[config.mk]
export PLATFORM = sky130hd
export DESIGN_NAME = dual_slope_seq
export DESIGN_NICKNAME = d
export VERILOG_FILES = /design/src/rtl/dual_slope_seq.sv
export SDC_FILE = /design/constraint.sdc
export NUM_CORES = 1
export LEC_CHECK = 0
export CORE_UTILIZATION = 50
export DETAILED_ROUTE_END_ITERATION = 12
export PLACE_DENSITY = 0.75
export SYNTH_ARGS = -nofsm -noshare
export SYNTH_HDL_FRONTEND = slang
export SYNTH_SLANG_ARGS = --single-unit
[constraint.sdc]
create_clock -name clk_i -period 2.5 [get_ports clk_i]
set_clock_uncertainty 0.1 [all_clocks]
set_input_delay 0.375 -clock clk_i [delete_from_list [all_inputs] [get_ports clk_i]]
set_output_delay 0.375 -clock clk_i [all_outputs]
set_load 0.03 [all_outputs]
[src/rtl/dual_slope_seq.sv]
// Dual-slope conversion sequencer: scans N_CH inputs through auto-zero, integrate and deintegrate,
// returning signed counts over valid/ready. Define AUTORANGE_EN for per-channel autoranging.
module dual_slope_seq #(
    parameter int unsigned CNT_W      = 16,
    parameter int unsigned AZ_CYCLES  = 512,
    parameter int unsigned INT_CYCLES = 16384,
    parameter int unsigned N_CH       = 4,
    parameter int unsigned RANGE_W    = 3,
    localparam int unsigned CH_W      = (N_CH > 1) ? $clog2(N_CH) : 1
) (
    input  logic               clk_i,
    input  logic               rst_n_i,
    input  logic               en_i,
    input  logic               ref_ok_i,
    input  logic               comp_i,
    input  logic               sat_hi_i,
    input  logic               sat_lo_i,
    input  logic [RANGE_W-1:0] range_cfg_i,
    output logic [1:0]         afe_sel_o,
    output logic               afe_reset_o,
    output logic               ref_sign_o,
    output logic [CH_W-1:0]    ch_sel_o,
    output logic [RANGE_W-1:0] range_sel_o,
    output logic [CNT_W-1:0]   result_o,
    output logic               result_neg_o,
    output logic [CH_W-1:0]    result_ch_o,
    output logic               result_ovf_o,
    output logic               range_err_o,
    output logic               result_valid_o,
    input  logic               result_ready_i,
    output logic               busy_o
);

    typedef enum logic [2:0] {
        S_WAIT_REF,
        S_IDLE,
        S_AZ,
        S_INT,
        S_DEINT,
        S_RANGE,
        S_RESULT
    } state_t;

    localparam logic [CNT_W-1:0] AZ_LAST  = CNT_W'(AZ_CYCLES - 1);
    localparam logic [CNT_W-1:0] INT_LAST = CNT_W'(INT_CYCLES - 1);
    localparam logic [CH_W-1:0]  CH_LAST  = CH_W'(N_CH - 1);

    state_t             state_q, state_d;
    logic [CNT_W-1:0]   cnt_q, cnt_d;
    logic [CH_W-1:0]    ch_q, ch_d;
    logic               comp_q, comp_d;
    logic               ref_sign_q, ref_sign_d;
    logic [CNT_W-1:0]   cap_cnt_q, cap_cnt_d;
    logic               cap_ovf_q, cap_ovf_d;
    logic               cap_err_q, cap_err_d;
    logic               loaded_q, loaded_d;
    logic [CNT_W-1:0]   result_q, result_d;
    logic               result_neg_q, result_neg_d;
    logic [CH_W-1:0]    result_ch_q, result_ch_d;
    logic               result_ovf_q, result_ovf_d;
    logic               range_err_q, range_err_d;
    logic               valid_q, valid_d;

`ifdef AUTORANGE_EN
    logic [RANGE_W-1:0] range_q [N_CH];
    logic [RANGE_W-1:0] range_d [N_CH];
`else
    logic [RANGE_W-1:0] range_sel_q, range_sel_d;
`endif

    always_comb begin
        state_d      = state_q;
        cnt_d        = cnt_q;
        ch_d         = ch_q;
        comp_d       = comp_q;
        ref_sign_d   = ref_sign_q;
        cap_cnt_d    = cap_cnt_q;
        cap_ovf_d    = cap_ovf_q;
        cap_err_d    = cap_err_q;
        loaded_d     = loaded_q;
        result_d     = result_q;
        result_neg_d = result_neg_q;
        result_ch_d  = result_ch_q;
        result_ovf_d = result_ovf_q;
        range_err_d  = range_err_q;
        valid_d      = valid_q;
`ifdef AUTORANGE_EN
        range_d      = range_q;
`else
        range_sel_d  = range_cfg_i;
`endif

        // A pending result can be accepted in any state, including after a reference loss.
        if (valid_q && result_ready_i) begin
            valid_d = 1'b0;
        end

        if (!ref_ok_i) begin
            state_d = S_WAIT_REF;
        end else begin
            case (state_q)
                S_WAIT_REF: begin
                    cap_err_d = 1'b0;
                    state_d   = S_IDLE;
                end
                S_IDLE: begin
                    if (en_i) begin
                        state_d = S_AZ;
                    end
                end
                S_AZ, S_INT, S_DEINT: begin
                    if (sat_hi_i || sat_lo_i) begin
                        state_d = S_RANGE;
`ifdef AUTORANGE_EN
                        if (sat_hi_i) begin
                            if (range_q[ch_q] == '1) begin
                                cap_err_d = 1'b1;
                            end else begin
                                range_d[ch_q] = range_q[ch_q] + 1'b1;
                            end
                        end else begin
                            if (range_q[ch_q] == '0) begin
                                cap_err_d = 1'b1;
                            end else begin
                                range_d[ch_q] = range_q[ch_q] - 1'b1;
                            end
                        end
`else
                        cap_err_d = 1'b1;
`endif
                    end else begin
                        cnt_d = cnt_q + 1'b1;
                        case (state_q)
                            S_AZ: begin
                                if (cnt_q == AZ_LAST) begin
                                    state_d = S_INT;
                                end
                            end
                            S_INT: begin
                                if (cnt_q == INT_LAST) begin
                                    comp_d     = comp_i;
                                    ref_sign_d = ~comp_i;
                                    state_d    = S_DEINT;
                                end
                            end
                            default: begin
                                if (comp_i != comp_q) begin
                                    cap_cnt_d = cnt_q;
                                    cap_ovf_d = 1'b0;
                                    state_d   = S_RESULT;
                                end else if (cnt_q == '1) begin
                                    cap_cnt_d = cnt_q;
                                    cap_ovf_d = 1'b1;
                                    state_d   = S_RESULT;
                                end
                            end
                        endcase
                    end
                end
                S_RANGE: begin
                    state_d = cap_err_q ? S_RESULT : S_AZ;
                end
                S_RESULT: begin
                    // Load once the previous result (if any) is gone or leaving on this edge.
                    if (!loaded_q) begin
                        if (!valid_q || result_ready_i) begin
                            result_d     = cap_err_q ? '0 : cap_cnt_q;
                            result_neg_d = cap_err_q ? 1'b0 : ref_sign_q;
                            result_ovf_d = cap_err_q ? 1'b0 : cap_ovf_q;
                            range_err_d  = cap_err_q;
                            result_ch_d  = ch_q;
                            valid_d      = 1'b1;
                            loaded_d     = 1'b1;
                            cap_err_d    = 1'b0;
                        end
                    end else if (valid_q && result_ready_i) begin
                        ch_d    = (ch_q == CH_LAST) ? '0 : ch_q + 1'b1;
                        state_d = en_i ? S_AZ : S_IDLE;
                    end
                end
                default: begin
                    state_d = S_WAIT_REF;
                end
            endcase
        end

        if (state_d != state_q) begin
            cnt_d    = '0;
            loaded_d = 1'b0;
        end
    end

    always_ff @(posedge clk_i or negedge rst_n_i) begin
        if (!rst_n_i) begin
            state_q      <= S_WAIT_REF;
            cnt_q        <= '0;
            ch_q         <= '0;
            comp_q       <= 1'b0;
            ref_sign_q   <= 1'b0;
            cap_cnt_q    <= '0;
            cap_ovf_q    <= 1'b0;
            cap_err_q    <= 1'b0;
            loaded_q     <= 1'b0;
            result_q     <= '0;
            result_neg_q <= 1'b0;
            result_ch_q  <= '0;
            result_ovf_q <= 1'b0;
            range_err_q  <= 1'b0;
            valid_q      <= 1'b0;
`ifdef AUTORANGE_EN
            range_q      <= '{default: '0};
`else
            range_sel_q  <= '0;
`endif
        end else begin
            state_q      <= state_d;
            cnt_q        <= cnt_d;
            ch_q         <= ch_d;
            comp_q       <= comp_d;
            ref_sign_q   <= ref_sign_d;
            cap_cnt_q    <= cap_cnt_d;
            cap_ovf_q    <= cap_ovf_d;
            cap_err_q    <= cap_err_d;
            loaded_q     <= loaded_d;
            result_q     <= result_d;
            result_neg_q <= result_neg_d;
            result_ch_q  <= result_ch_d;
            result_ovf_q <= result_ovf_d;
            range_err_q  <= range_err_d;
            valid_q      <= valid_d;
`ifdef AUTORANGE_EN
            range_q      <= range_d;
`else
            range_sel_q  <= range_sel_d;
`endif
        end
    end

    always_comb begin
        afe_sel_o   = 2'b00;
        afe_reset_o = 1'b0;
        busy_o      = 1'b1;
        case (state_q)
            S_WAIT_REF, S_IDLE: begin
                afe_reset_o = 1'b1;
                busy_o      = 1'b0;
            end
            S_AZ:    afe_sel_o = 2'b01;
            S_INT:   afe_sel_o = 2'b10;
            S_DEINT: afe_sel_o = 2'b11;
            default: afe_reset_o = 1'b1;
        endcase
    end

    assign ref_sign_o     = ref_sign_q;
    assign ch_sel_o       = ch_q;
    assign result_o       = result_q;
    assign result_neg_o   = result_neg_q;
    assign result_ch_o    = result_ch_q;
    assign result_ovf_o   = result_ovf_q;
    assign range_err_o    = range_err_q;
    assign result_valid_o = valid_q;
`ifdef AUTORANGE_EN
    assign range_sel_o    = range_q[ch_q];
`else
    assign range_sel_o    = range_sel_q;
`endif

endmodule
# Word-level counts from Yosys, hierarchy flattened
# Index checks and enable logic that the tools add are counted.
[totals]
word_cells = 100
in_bits = 11
regBits = 67
out_inout_bits = 32
[classes]
reduce_logical = 20
n_bitwise = 4
eq_ne = 16
add_sub_neg = 2
mux = 42
[ops]
columns = ["op", "n"]
rows = [
  ["$mux 16", 7],
  ["$mux 3", 10],
  ["$mux 1", 19],
  ["$add 16x1->16 const B", 1],
  ["$eq 16x14->1 const B", 1],
  ["$eq 16x16->1 const B", 1],
  ["$eq 16x9->1 const B", 1],
  ["$pmux 3 s5", 1],
  ["$reduce_and 5->1", 3],
  ["$eq 3x3->1 const B", 3],
  ["$reduce_and 4->1", 2],
  ["$reduce_bool 2->1", 4],
  ["$eq 3x2->1 const B", 2],
  ["$pmux 2 s3", 1],
  ["$pmux 3 s2", 1],
  ["$mux 2", 2],
  ["$ne 2x1->1 const B", 2],
  ["$ne 2x2->1 const B", 2],
  ["$not 1->1", 4],
  ["$reduce_or 2->1", 2],
  ["$eq 3x1->1 const B", 1],
  ["$logic_not 3->1", 1],
  ["$ne 3x3->1", 1],
  ["$pmux 1 s3", 1],
  ["10 further kinds", 11],
]

# Logic depth before layout (Yosys ltp)
[logic_depth]
word_depth = 10
depth_mapped = 8
ltp_nobuf = 6

# Least setup slack after synthesis
# Ideal clock, no wire load.
[synth_path]
path_type = "reg2reg"
from = "reg state_q[1]"
to = "reg cnt_q[6]"
arrival_time_ns = 1.901
period_less_slack_ns = 2.122
setup_ns = 0.120
path_stages_with_launch = 8
setup_slack_ns = 0.378
required_time_ns = 2.280
n_path_buf = 2
path_cell_list = "dfrtp_1 -> buf_4 -> nand2b_1 -> a21oi_1 -> nand2_1 -> o221ai_2 -> buf_6 -> nor4_1"
[synth_between]
elab_chain_len = 9
elab_cells_between_ends = 25
cone_classes = "eq/ne: 8; mux: 12; reduce/logical: 5"
[synth_rtl]
columns = ["element", "line", "text"]
rows = [
  ["start: declaration", "48", "state_t state_q, state_d;"],
  ["start signal: assignment", "216", "state_q <= state_d;"],
  ["$mux 3", "151", "end else if (cnt_q == '1) begin"],
  ["$mux 3", "147", "if (comp_i != comp_q) begin"],
  ["$pmux 3 s2", "133", "case (state_q)"],
  ["$mux 3", "112", "if (sat_hi_i || sat_lo_i) begin"],
  ["$pmux 3 s5", "101", "case (state_q)"],
  ["$mux 3", "98", "if (!ref_ok_i) begin"],
  ["$ne 3x3->1", "187", "if (state_d != state_q) begin"],
  ["$ne 2x1->1 (no source line) or $reduce_bool 2->1 (tied branches)", "n/a", ""],
  ["$reduce_and 3->1 (no source line)", "n/a", ""],
  ["end signal: assignment", "217", "cnt_q <= cnt_d;"],
  ["end: declaration", "49", "logic [CNT_W-1:0] cnt_q, cnt_d;"],
]
# Parallel ways exist; a longest one is shown, timed or not.
# A chain may end at the register's enable or synchronous reset.

# Worst setup path after layout
[layout_path]
from = "reg state_q[0]"
to = "out afe_sel_o[1]"
[layout_between]
elab_chain_len = 2
elab_cells_between_ends = 4
cone_classes = "eq/ne: 3; mux: 1"
[layout_rtl]
columns = ["element", "line", "text"]
rows = [
  ["$eq 3x3->1 or $eq 3x2->1 (tied branches)", "243", "case (state_q)"],
  ["$pmux 2 s3 *", "243", ""],
  ["end: declaration", "19", "output logic [1:0] afe_sel_o,"],
]
# Mark *: on every way between the ends. The rest lies on a longest branch, timed or not.

==> metrics.txt <==
status=complete, no violations; NetSw=~700 uW; number of cells traversed by the worst register-to-register path=7; slowest cell on the critical path=clkdlybuf4s50_1; Global Route Usage Sum=0.2139; buffer cell driving the clock tree root=clkbuf_8; TritonCTS clock tree=done; Antenna Cells=0; fraction of final layout cells sized beyond drive strength 1=0.1941; total power density per cell area=647.9 mW/mm2; Clock Tree Buf Depth=2; beginning of the worst hold path=range_cfg_i[1]; number of remaining DRC errors=0; Fmax=412.3 MHz; effective utilization at floorplan=0.5180; Final Wtd Congestion=0.9038; antenna violations before repair=0; clock slew at the register clock pins of the worst setup and hold paths=0.07 ns; Post-Syn Instances=between 300 and 400; total negative setup slack=0 ns; detailed-placement wirelength estimate=4.667 mm; combined area of the multi-input logic cells=around 0.0014 mm2; number of global-route vias before repair=2524; internal power contribution=just under 2 mW; final number of hold-violating endpoints=0; Final period util=0.9703; worst-margin pin slew=0.4069 ns; Die Width=83.34 um; list of cells traversed by the critical path=nor3b_4 > a21o_1 > clkdlybuf4s50_1; H-Tree Level Count=3; endpoints failing setup=0; end-of-flow core utilization=0.6424; Pre-Repair DR Iteration Count=4; type of element capturing the critical path=primary output; Syn Std Cell Area=0.003308 mm2; number of nets produced by synthesis=approximately 330; leading register cell type out of synthesis=dfrtp_1; Synth Area per Inst=approximately 11 um2; Hold Path Sink=range_sel_o[1]$_DFF_PN0_; Tmin final=2.426 ns; placeable core region=~0.0064 mm2; Worst Setup Start Kind=register; drt wl/cell=14.95 um; largest fanout of any net on the critical path=18; total wire length=roughly 6.7 mm; Antenna Violating Nets Remaining=0; count of different cell masters after synthesis=56; FF-to-FF setup slack=0.33 ns; required time of the critical path=slightly above 2 ns; Comb power frac=0.176; Hold Crit Class=in2reg; largest net degree at the start of global routing=68; unrepaired setup endpoints after global routing=no; Post-CTS Setup Repair Bufs=0; Max Cap Violations=0; number of synthesized flops with an enable pin=0; IO Pins=43; fraction of synthesis flops using an asynchronous set or reset pin=1.000; number of rows created at floorplan=29; global-route wire length before repair=11.80 mm; clock latency at the later pin of the worst-skew pair=approximately 0.34 ns; critical register-to-register path startpoint=cnt_q[0]$_DFFE_PN0P_; flop and latch count out of synthesis=67; clk sinks=67; final-report max-slew violation count=0; Nets=380; Register Area=0.001678 mm2; worst voltage drop across the vdd grid=about 0.46 mV; share of total power consumed by net switching=0.2698; worst slew margin relative to its limit=0.7265; total overflow reported by the global router=0; leakage component of the power=1.890 nW; total die area=0.006946 mm2; detailed-route via count=2500; delay-heaviest family, CP=buffers and inverters; detail-routed via count per cell=5.580; # port buffers=42; die height=83.34 um; crit path buf inv count=1; CP peak stage delay=~0.65 ns; Worst EP arrival=1.95 ns; share of total power in the clock network=0.380; number of placed instances, taps included=432; sequential area share after synthesis=0.5068; number of logic stages on the critical path including buffering=3; Post-Layout Cell Count=roughly 450; number of design-rule violations left by the first detailed-router iteration=112; Hold Path Cell Cnt=1; fill count=approximately 520; warning count from the yosys run=0; startpoint-to-endpoint class of the critical path=reg2out; capture point of the worst reg-to-reg path=cnt_q[1]$_DFFE_PN0P_; sequential power share=0.445; CTS buffer count=9; post-synthesis to final-layout area growth=24.02%
metal layers:
metal | part of all wire | track usage | vias to the layer above
met2 | 0.46 | 0.3331 | 62
met3 | 0.043 | 0.04473 | 10
met4 | 0.018 | 0.09561 | 0
li1 | - | - | 1229
met1 | 0.48 | 0.2886 | 1199
met5 | 0 | 0 | -
how the worst max path moves through the flow:
stage,startpoint,end
after floorplan,state_q[1]$_DFF_PN0_,cnt_q[6]$_DFFE_PN0P_
after global placement,en_i,loaded_q$_DFFE_PN0P_
after detailed placement,en_i,cnt_q[9]$_DFFE_PN0P_
after CTS,state_q[0]$_DFF_PN0_,afe_sel_o[1]
after global routing,state_q[1]$_DFF_PN0_,afe_sel_o[1]
final,state_q[0]$_DFF_PN0_,afe_sel_o[1]
power groups by stage:
stage          sequential [mW]  combinational (mW)  clock (mW)
4_1_cts                   1.18               0.470        1.03
2_1_floorplan             1.29               0.180           0
5_1_grt                   1.19               0.506        1.07
3_3_place_gp              1.20               0.465           0
3_5_place_dp              1.20               0.469           0
6_report                  1.18               0.467        1.01
cell usage in the layout (no fill, tap or decap), types with 2 or more instances in the layout:
master           synthesis  layout
dfrtp_1                 67      66
buf_4                    3      16
o21bai_1                 2       2
clkbuf_8                 0      11
o21ai_0                 25      25
a31oi_1                  5       5
mux2_2                  20      20
o21a_1                   2       2
nor4_1                  18      18
nand2b_1                 4       4
xor2_1                  14      14
nand2_1                 14      14
buf_12                   0       2
xnor2_1                  2       2
o2111a_1                 2       2
inv_1                   21      21
a21o_1                   4       4
nor2b_1                  3       3
nand3_1                 27      27
clkdlybuf4s50_1          0      40
nand4_1                  6       6
a21oi_1                  6       6
and2_1                   2       2
nor2_1                  12      12
or2_2                    3       3
ha_1                     2       2
nor3_1                   5       4
bufinv_16                0       2
o211ai_1                 2       2
worst register-to-register path: stages (launching register included):
cell,delay [ns]
dfrtp_1,0.42
ha_1,0.26
nor4b_1,0.17
and4_1,0.22
a31oi_1,0.26
o221ai_2,0.15
buf_4,0.19
nor4_1,0.30
cells in the mapped netlist, types with 4 or more instances:
cell / n / area share
nor4_1: 18 / 0.034
nand2_1: 14 / 0.016
buf_6: 4 / 0.014
mux2_2: 20 / 0.068
a21o_1: 4 / 0.0091
nand2b_1: 4 / 0.0076
dfrtp_1: 67 / 0.51
nand4_1: 6 / 0.011
nor2_1: 12 / 0.014
nand3_1: 27 / 0.041
o21ai_0: 25 / 0.038
a31oi_1: 5 / 0.0095
clkbuf_1: 8 / 0.0091
a21oi_1: 6 / 0.0091
inv_1: 21 / 0.024
xor2_1: 14 / 0.037
nor3_1: 5 / 0.0076
registers in the layout, summed over array words and instances, names as in the netlist:
register / flops
cap_cnt_q: 16
cnt_q: 16
result_o: 16
range_sel_o: 3
state_q: 3
ch_sel_o: 2
result_ch_o: 2
cap_err_q: 1
cap_ovf_q: 1
comp_q: 1
loaded_q: 1
range_err_o: 1
ref_sign_o: 1
result_neg_o: 1
result_ovf_o: 1
result_valid_o: 1
area by class of cell:
cell class,instances,share of cell area
Tap cell,77,0.02348
Clock buffer,11,0.03690
Inverter,22,0.02013
Timing Repair Buffer,61,0.1424
Sequential cell,67,0.4090
Clock inverter,4,0.01799
Multi-Input combinational cell,206,0.3501
logic make-up after synthesis:
kind of cell,after synthesis,synth area share
XOR/XNOR,16,0.04236
AND/OR/NAND/NOR,107,0.1884
AO/OA/AOI/OAI,59,0.1188
flip-flops,67,0.5068
multiplexers,22,0.07564
adder cells (fa/ha/maj),2,0.007563
buffers and inverters,41,0.06051
what timing repair did:
item,in CTS,in global routing
resized for setup,2,0
hold buffers,1,0
endpoints found under the hold margin,67,0
endpoints found under the setup margin,2,0
metrics by stage:
stage	setup WS [ns]	hold slack, ns	area (um2)	total power, mW
final	0.07432	0.3683	4103	2.658
after CTS	0.06659	0.3569	4103	2.686
after global routing	0.01400	0.3645	4103	2.771
after detailed placement	0.1203	0.3211	3867	1.672
after global placement	0.1383	0.3173	3867	1.666
after floorplan	0.3785	-0.02059	3308	1.469
Note: power is estimated with default switching activity, not from simulation.
